## src/rtl/icmp_echo_engine_pkg.sv

```systemverilog
// Shared definitions for the ICMP echo responder.
// Contents:
//   icmp_state_e         - responder FSM state encoding
//   ICMP_TYPE_ECHO_REQ   - ICMP type of an echo request
//   ICMP_TYPE_ECHO_REP   - ICMP type of an echo reply
//   ICMP_HDR_LEN         - ICMP echo header length in bytes
//   ones_fold16()        - one's-complement fold of a 32-bit sum into 16 bits
package icmp_echo_engine_pkg;

   typedef enum logic [2:0] {
      StIdle,
      StRx,
      StCalc,
      StTx,
      StDrop
   } icmp_state_e;

   localparam logic [7:0]  ICMP_TYPE_ECHO_REQ = 8'h08;
   localparam logic [7:0]  ICMP_TYPE_ECHO_REP = 8'h00;
   localparam int unsigned ICMP_HDR_LEN       = 8;

   // Two end-around-carry folds are enough for any 32-bit input.
   function automatic logic [15:0] ones_fold16(input logic [31:0] val);
      logic [16:0] s;
      s = {1'b0, val[15:0]} + {1'b0, val[31:16]};
      s = {1'b0, s[15:0]} + {16'd0, s[16]};
      return s[15:0];
   endfunction

endpackage

```

## src/rtl/icmp_echo_engine_buf.sv

```systemverilog
// Message buffer for the ICMP echo responder: BUF_DEPTH x 8 synchronous RAM with one
// write port and one read port. Read data appears one cycle after the address.
// Ports:
//   clk     - clock
//   wr_en   - write strobe
//   wr_addr - write address
//   wr_dat  - write byte
//   rd_addr - read address (sampled every cycle)
//   rd_dat  - read byte, one cycle after rd_addr
module icmp_echo_buf
   import icmp_echo_engine_pkg::*;
#(
   parameter int unsigned BUF_DEPTH = 256,
   parameter int unsigned ADDR_W    = 8
) (
   input  logic              clk,
   input  logic              wr_en,
   input  logic [ADDR_W-1:0] wr_addr,
   input  logic [7:0]        wr_dat,
   input  logic [ADDR_W-1:0] rd_addr,
   output logic [7:0]        rd_dat
);

   logic [7:0] mem [BUF_DEPTH];

   always_ff @(posedge clk) begin
      if (wr_en) begin
         mem[wr_addr] <= wr_dat;
      end
      rd_dat <= mem[rd_addr];
   end

endmodule

```

## src/rtl/icmp_echo_engine.sv

```systemverilog
// ICMP echo responder. Buffers an incoming ICMP message, validates it as an echo request
// and answers with an echo reply carrying a recomputed checksum and the original payload.
// Optional feature macro: ICMP_RX_CKSUM_CHK_EN - also drop requests whose received
// checksum does not verify.
// Ports:
//   sys_clk, sys_rst_n        - clock, asynchronous active-low reset
//   icmp_rx_ip_len/src_ip/src_mac - sender metadata, sampled on rx sop
//   icmp_rx_sop/eop/vld/dat   - incoming ICMP message byte stream (no back-pressure)
//   icmp_tx_rdy               - downstream ready
//   icmp_tx_ip_len/dst_ip/dst_mac - reply metadata
//   icmp_tx_sop/eop/vld/dat   - reply byte stream
//   icmp_busy                 - engine not idle
//   icmp_drop                 - one-cycle pulse per discarded message
module icmp_echo_engine
   import icmp_echo_engine_pkg::*;
#(
   parameter int unsigned BUF_DEPTH = 256,
   parameter int unsigned ADDR_W    = 8,
   parameter int unsigned LEN_W     = 16
) (
   input  logic        sys_clk,
   input  logic        sys_rst_n,
   input  logic [15:0] icmp_rx_ip_len,
   input  logic [31:0] icmp_rx_src_ip,
   input  logic [47:0] icmp_rx_src_mac,
   input  logic        icmp_rx_sop,
   input  logic        icmp_rx_eop,
   input  logic        icmp_rx_vld,
   input  logic [7:0]  icmp_rx_dat,
   input  logic        icmp_tx_rdy,
   output logic [15:0] icmp_tx_ip_len,
   output logic [31:0] icmp_tx_dst_ip,
   output logic [47:0] icmp_tx_dst_mac,
   output logic        icmp_tx_sop,
   output logic        icmp_tx_eop,
   output logic        icmp_tx_vld,
   output logic [7:0]  icmp_tx_dat,
   output logic        icmp_busy,
   output logic        icmp_drop
);

   localparam int unsigned ACC_W = LEN_W + 8;

   icmp_state_e       state_q;
   logic              calc2_q;
   logic [LEN_W-1:0]  cnt_q;
   logic [LEN_W-1:0]  len_q;
   logic [LEN_W-1:0]  idx_q;
   logic [7:0]        type_q;
   logic [7:0]        code_q;
   logic [ACC_W-1:0]  sum_q;
   logic [15:0]       fold_q;
   logic [15:0]       ck_q;
   logic [15:0]       meta_len_q;
   logic [31:0]       meta_ip_q;
   logic [47:0]       meta_mac_q;
   logic              tx_sop_q;
   logic              tx_eop_q;
   logic              tx_vld_q;
   logic [7:0]        tx_dat_q;
   logic              drop_q;
`ifdef ICMP_RX_CKSUM_CHK_EN
   logic [15:0]       old_ck_q;
`endif

   logic              start;
   logic              wr_en;
   logic [ADDR_W-1:0] wr_addr;
   logic [ADDR_W-1:0] rd_addr;
   logic [7:0]        rd_dat;
   logic [ACC_W-1:0]  sum_nxt;
   logic              len_bad;
   logic              hdr_bad;
   logic              ck_bad;
   logic              drop_err;
   logic              tx_acc;
   logic [LEN_W-1:0]  nidx;
   logic [7:0]        nbyte;

   // Receive side: buffer write, running payload sum and end-of-message validation.
   always_comb begin
      start   = icmp_rx_vld && icmp_rx_sop;
      wr_en   = 1'b0;
      wr_addr = '0;
      if (start && (state_q == StIdle || state_q == StDrop || state_q == StRx)) begin
         wr_en = 1'b1;
      end else if (state_q == StRx && icmp_rx_vld && cnt_q < LEN_W'(BUF_DEPTH)) begin
         wr_en   = 1'b1;
         wr_addr = ADDR_W'(cnt_q);
      end

      // Payload words are big-endian: even offsets supply the high byte.
      sum_nxt = sum_q;
      if (cnt_q >= LEN_W'(4) && cnt_q < LEN_W'(BUF_DEPTH)) begin
         sum_nxt = sum_q + (cnt_q[0] ? ACC_W'(icmp_rx_dat) : ACC_W'({icmp_rx_dat, 8'h00}));
      end

      // cnt_q is the index of the eop byte, so length = cnt_q + 1.
      len_bad = (cnt_q < LEN_W'(ICMP_HDR_LEN - 1)) || (cnt_q >= LEN_W'(BUF_DEPTH));
      hdr_bad = (type_q != ICMP_TYPE_ECHO_REQ) || (code_q != 8'h00);
`ifdef ICMP_RX_CKSUM_CHK_EN
      ck_bad  = ones_fold16(32'(sum_nxt) + 32'h0000_0800 + 32'(old_ck_q)) != 16'hFFFF;
`else
      ck_bad  = 1'b0;
`endif
      drop_err = len_bad || hdr_bad || ck_bad;
   end

   // Transmit side. The RAM is always addressed one byte ahead of the output register so
   // that rd_dat holds byte idx_q+1 whenever the output register advances.
   always_comb begin
      tx_acc  = tx_vld_q && icmp_tx_rdy;
      nidx    = tx_vld_q ? idx_q + LEN_W'(1) : '0;
      rd_addr = ADDR_W'(idx_q + (tx_acc ? LEN_W'(2) : LEN_W'(1)));
      if (nidx == LEN_W'(0)) begin
         nbyte = ICMP_TYPE_ECHO_REP;
      end else if (nidx == LEN_W'(1)) begin
         nbyte = 8'h00;
      end else if (nidx == LEN_W'(2)) begin
         nbyte = ck_q[15:8];
      end else if (nidx == LEN_W'(3)) begin
         nbyte = ck_q[7:0];
      end else begin
         nbyte = rd_dat;
      end
   end

   always_ff @(posedge sys_clk or negedge sys_rst_n) begin
      if (!sys_rst_n) begin
         state_q    <= StIdle;
         calc2_q    <= 1'b0;
         cnt_q      <= '0;
         len_q      <= '0;
         idx_q      <= '0;
         type_q     <= '0;
         code_q     <= '0;
         sum_q      <= '0;
         fold_q     <= '0;
         ck_q       <= '0;
         meta_len_q <= '0;
         meta_ip_q  <= '0;
         meta_mac_q <= '0;
         tx_sop_q   <= 1'b0;
         tx_eop_q   <= 1'b0;
         tx_vld_q   <= 1'b0;
         tx_dat_q   <= '0;
         drop_q     <= 1'b0;
`ifdef ICMP_RX_CKSUM_CHK_EN
         old_ck_q   <= '0;
`endif
      end else begin
         drop_q <= 1'b0;
         // A fresh sop in IDLE, DROP or RX (re)starts capture from byte 0.
         if (start && (state_q == StIdle || state_q == StDrop || state_q == StRx)) begin
            meta_len_q <= icmp_rx_ip_len;
            meta_ip_q  <= icmp_rx_src_ip;
            meta_mac_q <= icmp_rx_src_mac;
            type_q     <= icmp_rx_dat;
            code_q     <= '0;
            sum_q      <= '0;
            cnt_q      <= LEN_W'(1);
`ifdef ICMP_RX_CKSUM_CHK_EN
            old_ck_q   <= '0;
`endif
         end
         unique case (state_q)
            StIdle, StDrop: begin
               drop_q <= (state_q == StDrop);
               if (start) begin
                  state_q <= icmp_rx_eop ? StDrop : StRx;
               end else begin
                  state_q <= StIdle;
               end
            end
            StRx: begin
               if (start) begin
                  drop_q  <= 1'b1;
                  state_q <= icmp_rx_eop ? StDrop : StRx;
               end else if (icmp_rx_vld) begin
                  if (cnt_q != LEN_W'(BUF_DEPTH)) begin
                     cnt_q <= cnt_q + LEN_W'(1);
                  end
                  if (cnt_q == LEN_W'(1)) begin
                     code_q <= icmp_rx_dat;
                  end
`ifdef ICMP_RX_CKSUM_CHK_EN
                  if (cnt_q == LEN_W'(2)) begin
                     old_ck_q[15:8] <= icmp_rx_dat;
                  end
                  if (cnt_q == LEN_W'(3)) begin
                     old_ck_q[7:0] <= icmp_rx_dat;
                  end
`endif
                  sum_q <= sum_nxt;
                  if (icmp_rx_eop) begin
                     len_q   <= cnt_q + LEN_W'(1);
                     calc2_q <= 1'b0;
                     state_q <= drop_err ? StDrop : StCalc;
                  end
               end
            end
            StCalc: begin
               drop_q <= start;
               if (!calc2_q) begin
                  fold_q  <= ones_fold16(32'(sum_q));
                  calc2_q <= 1'b1;
               end else begin
                  ck_q    <= ~fold_q;
                  state_q <= StTx;
               end
            end
            StTx: begin
               drop_q <= start;
               if (!tx_vld_q || tx_acc) begin
                  if (tx_vld_q && tx_eop_q) begin
                     tx_vld_q <= 1'b0;
                     tx_sop_q <= 1'b0;
                     tx_eop_q <= 1'b0;
                     state_q  <= StIdle;
                  end else begin
                     idx_q    <= nidx;
                     tx_dat_q <= nbyte;
                     tx_vld_q <= 1'b1;
                     tx_sop_q <= !tx_vld_q;
                     tx_eop_q <= (nidx == len_q - LEN_W'(1));
                  end
               end
            end
            default: state_q <= StIdle;
         endcase
      end
   end

   icmp_echo_buf #(
      .BUF_DEPTH (BUF_DEPTH),
      .ADDR_W    (ADDR_W)
   ) u_buf (
      .clk     (sys_clk),
      .wr_en   (wr_en),
      .wr_addr (wr_addr),
      .wr_dat  (icmp_rx_dat),
      .rd_addr (rd_addr),
      .rd_dat  (rd_dat)
   );

   assign icmp_tx_ip_len  = meta_len_q;
   assign icmp_tx_dst_ip  = meta_ip_q;
   assign icmp_tx_dst_mac = meta_mac_q;
   assign icmp_tx_sop     = tx_sop_q;
   assign icmp_tx_eop     = tx_eop_q;
   assign icmp_tx_vld     = tx_vld_q;
   assign icmp_tx_dat     = tx_dat_q;
   assign icmp_busy       = (state_q != StIdle);
   assign icmp_drop       = drop_q;

endmodule
```

## config.mk

```make
export PLATFORM = sky130hd
export DESIGN_NAME = icmp_echo_engine
export DESIGN_NICKNAME = d
export VERILOG_FILES = /design/src/rtl/icmp_echo_engine_pkg.sv /design/src/rtl/icmp_echo_engine_buf.sv /design/src/rtl/icmp_echo_engine.sv
export SDC_FILE = /design/constraint.sdc
export NUM_CORES = 2
export LEC_CHECK = 0
export BUFFER_PORTS_ARGS = -buffer_cell sky130_fd_sc_hd__buf_2
export CAP_MARGIN = 20
export CORE_MARGIN = 4
export CORE_UTILIZATION = 60
export CTS_BUF_LIST = sky130_fd_sc_hd__clkbuf_8 sky130_fd_sc_hd__clkbuf_16
export DETAILED_ROUTE_END_ITERATION = 8
export PLACE_DENSITY = 0.79
export SYNTH_ARGS = -nofsm -noshare
export SYNTH_HDL_FRONTEND = slang
export SYNTH_SLANG_ARGS = --single-unit
```

## constraint.sdc

```tcl
create_clock -name sys_clk -period 6.2 [get_ports sys_clk]
set_input_delay 0.62 -clock sys_clk [delete_from_list [all_inputs] [get_ports sys_clk]]
set_output_delay 0.62 -clock sys_clk [all_outputs]
set_load 0.02 [all_outputs]
```

==> impl_metrics.py <==
metrics = {
    "timing": {
        "period_minus_slack_ns": 5.078,
        "setup_viol": 0,
        "rsz0062_at_grt": "no",
        "hold_viol_final": 0,
        "fin_setup_tns_ns": 0,
        "final-max-slew-violation-count": 0,
        "min_period_over_period_pct": 81.90,
        "fin_worst_skew_ns": 0.06926,
        "worst_slack_ns": 1.122,
        "worst_slew_pin_slew_ns": 1.189,
        "fmax_mhz": 196.9,
        "max_slew_margin_pct": 20.43,
    },
    "cells_and_area": {
        "fin_util_pct": 67.90,
        "fin_nets": 5219,
        "design_area_um2": 103000,
        "drive_gt1_share_pct": 24.59,
        "fill_cells": 9132,
        "syn2layout_area_growth_pct": 12.55,
        "finalNonFillerCells": 7299,
    },
    "grt": {
        "grt_max_degree": 159,
        "grt_util_met2_pct": 48.96,
        "grt.busiest_layer": "met2",
        "grt_pass1_vias": 50330,
        "grt_overflow": 0,
        "use_met1_pct": 40.53,
        "grt_use_total_pct": 30.41,
        "grt_pass1_wl_um": 348700,
        "antenna_found_initial": 14,
        "gr-usage-met3_pct": 7.069,
    },
    "worst_setup_path": {
        "rrSetupSlack_ns": 1.12,
        "worst_ep_arrival_time_ns": 5.84,
        "worstReg2RegStart": "idx_q[0]",
        "startpoint_type": "flop",
        "r2r_cells": 10,
        "cp-startpoint": "idx_q[0]",
        "cp-end-kind": "flop",
        "worstPathRequired_ns": 6.97,
        "crit_end": "u_buf.rd_dat[3]",
        "worstReg2RegEnd": "u_buf.rd_dat[3]",
        "path_class": "reg2reg",
        "crit_fanout": 33,
    },
    "synth": {
        "syn_inst": 4744,
        "synth_cell_types": 79,
        "avgSynthCellArea_um2": 19.29,
        "syn_area_um2": 91530,
        "synth.area.top_cells": "edfxtp_1 (67%), mux4_2 (16%), dfrtp_1 (6.3%)",
        "synth_enable_flop_cells": 2048,
        "ys_ff_latch": 2288,
        "syn_nets": 4890,
        "synth-seq-area-share_pct": 73.70,
        "ys_warn_count": 0,
        "yosys.area.top_type": "edfxtp_1",
        "synthFlopType": "edfxtp_1",
        "async_reset_ff_share_pct": 10.14,
        "synth_top_area_share_pct": 67.19,
    },
    "clocking": {
        "cts_resized": 0,
        "cts.sinks": 2288,
        "clkLatencyLatePin_ns": 0.88,
        "cts_buffers": 216,
        "clockRootBuffer": "clkbuf_16",
        "cts_tree": "yes",
        "post_cts_buffers": 0,
        "ctsHoldBuffers": 89,
        "clock_path_buffers": 3,
        "clk_pin_slew_ns": 0.07,
        "htreeDepth": 4,
    },
    "route": {
        "wl_per_cell_um": 32.66,
        "viasPerCell": 6.800,
        "drt_first_iter_violations": 7435,
        "dr.pass1.iters": 8,
        "drc": 0,
        "antenna_left": 0,
        "finalWirelength_um": 238400,
        "vias": 49630,
    },
    "power_and_ir_drop": {
        "ir_drop_mv": 0.4460,
        "powerDensity_nw_per_um2": 433.1,
        "p_leak_nw": 34.49,
    },
    "floorplanning": {
        "core-area_um2": 151700,
        "ios": 219,
        "start_util_pct": 60.33,
        "die_w_um": 398.6,
        "die_area_um2": 158900,
        "rows": 143,
        "dieHeight_um": 398.6,
    },
    "placed_design": {
        "dp.cells": 6793,
        "placed_area_um2": 94860,
        "place_ws_ns": 1.016,
        "numPortBuffers": 218,
        "hpwl_um": 129600,
        "place.gp.congestion": 0.8425,
    },
    "flow_run": {
        "drv_cap": 0,
    },
    "run_status": {
        "status": "finished clean",
    },
    "min_path": {
        "min_path_type": "in2reg",
        "hold_depth": 3,
    },
}
synth_stat cells (all sizes together) (8+ instances only):
| library cell | instances |
|---|---|
| a211oi | 15 |
| a21o | 8 |
| a21oi | 21 |
| a221o | 16 |
| a221oi | 16 |
| a22o | 19 |
| a22oi | 32 |
| a31oi | 10 |
| and2 | 19 |
| and3 | 10 |
| and4 | 10 |
| buf | 111 |
| clkbuf | 156 |
| dfrtp | 232 |
| dfxtp | 8 |
| edfxtp | 2048 |
| ha | 33 |
| inv | 24 |
| mux2 | 8 |
| mux2i | 13 |
| mux4 | 640 |
| nand2 | 493 |
| nand2b | 14 |
| nand3 | 47 |
| nand4 | 11 |
| nor2 | 342 |
| nor2b | 26 |
| nor3 | 23 |
| nor3b | 9 |
| nor4 | 17 |
| o21ai | 126 |
| o22ai | 11 |
| o31ai | 11 |
| or3 | 9 |
| xnor2 | 64 |
| xor2 | 30 |
cell families (layout without fill, tap and decap cells):
logic type | Yosys count | in the layout | synth area share, %
simple gates | 1053 | 1053 | 4.981
flops | 2288 | 2288 | 73.70
xor+xnor | 94 | 94 | 0.8994
compound gates | 320 | 320 | 2.347
mux | 661 | 661 | 15.99
fa+ha+maj | 37 | 37 | 0.5276
buf+inv | 291 | 805 | 1.553
other cells | 0 | 11 | 0
through the flow:
step                      hold slack (ns)  power (W)
after floorplan                    0.3244    0.02710
after global placement             0.4497    0.03086
after detailed placement           0.4566    0.03108
after CTS                       0.0004419    0.04460
after global routing              0.04638    0.04598
final                             0.03850    0.04462
report_power, final:
| part | total [W] | switching (W) | internal, W |
|---|---|---|---|
| sequential | 0.0175 | 0.000335 | 0.0171 |
| combinational | 0.0137 | 0.00727 | 0.00645 |
| clock | 0.0134 | 0.00591 | 0.00752 |
cells in the final DEF (no fill, tap or decap), types with 14 or more instances in the layout:
cell type and instances:
nor3_1 20, clkbuf_16 218, nor2b_1 26, a211oi_1 14, xnor2_1 63, xor2_1 29, o21ai_0 125, dfrtp_1 232
clkinv_2 35, buf_12 23, nor2_1 337, ha_1 32, a221oi_1 14, nor4_1 15, a221o_1 16, bufinv_16 25
mux4_2 640, inv_1 80, buf_4 45, a22oi_1 32, and2_1 19, edfxtp_1 2048, clkinv_1 43, nand3_1 44
a21oi_1 21, nand2_1 480, buf_2 209, dlygate4sd3_1 89, a22o_1 19
critical path, stage by stage (launching register included):
cell and delay [ns]:
dfrtp_1 0.66, ha_4 0.21, inv_1 0.06, fa_4 1.02, buf_4 0.40, buf_4 0.53, mux4_2 0.44, mux4_2 0.47
a221oi_1 0.47, o22ai_1 0.33, a221o_1 0.35
flip-flops by register name, summed over array words and instances (netlist names), 24 cells and up:
| signal | count |
|---|---|
| u_buf.mem | 2048 |
| icmp_tx_dst_mac | 48 |
| icmp_tx_dst_ip | 32 |
| sum_q | 24 |
cell type report:
cell class	count	area (µm²)	share of cell area (%)
timing repair buffer	378	2948	2.861
sequential	2288	67460	65.48
clock inverter	179	1625	1.578
antenna	11	27.53	0.02672
inverter	24	90.09	0.08744
tap	2030	2540	2.465
clock buffer	224	5538	5.375
multi-input combinational	2165	22790	22.12
layer usage:
metal / share of wire [%] / up-vias
li1: - / 19710
met1: 35 / 25670
met2: 50 / 3579
met3: 10 / 658
met4: 4.6 / 12
met5: 0.034 / -
how the worst min path moves through the flow:
stage                         from                  end  slack [ns]
2_1_floorplan            sys_rst_n              calc2_q        0.32
3_3_place_gp             fold_q[2]              ck_q[2]        0.45
3_5_place_dp    icmp_tx_dst_mac[5]   icmp_tx_dst_mac[5]        0.46
4_1_cts        icmp_rx_src_mac[16]  icmp_tx_dst_mac[16]      0.0004
5_1_grt        icmp_rx_src_mac[16]  icmp_tx_dst_mac[16]        0.05
6_report       icmp_rx_src_mac[16]  icmp_tx_dst_mac[16]        0.04
(Power assumes the default switching activity.)
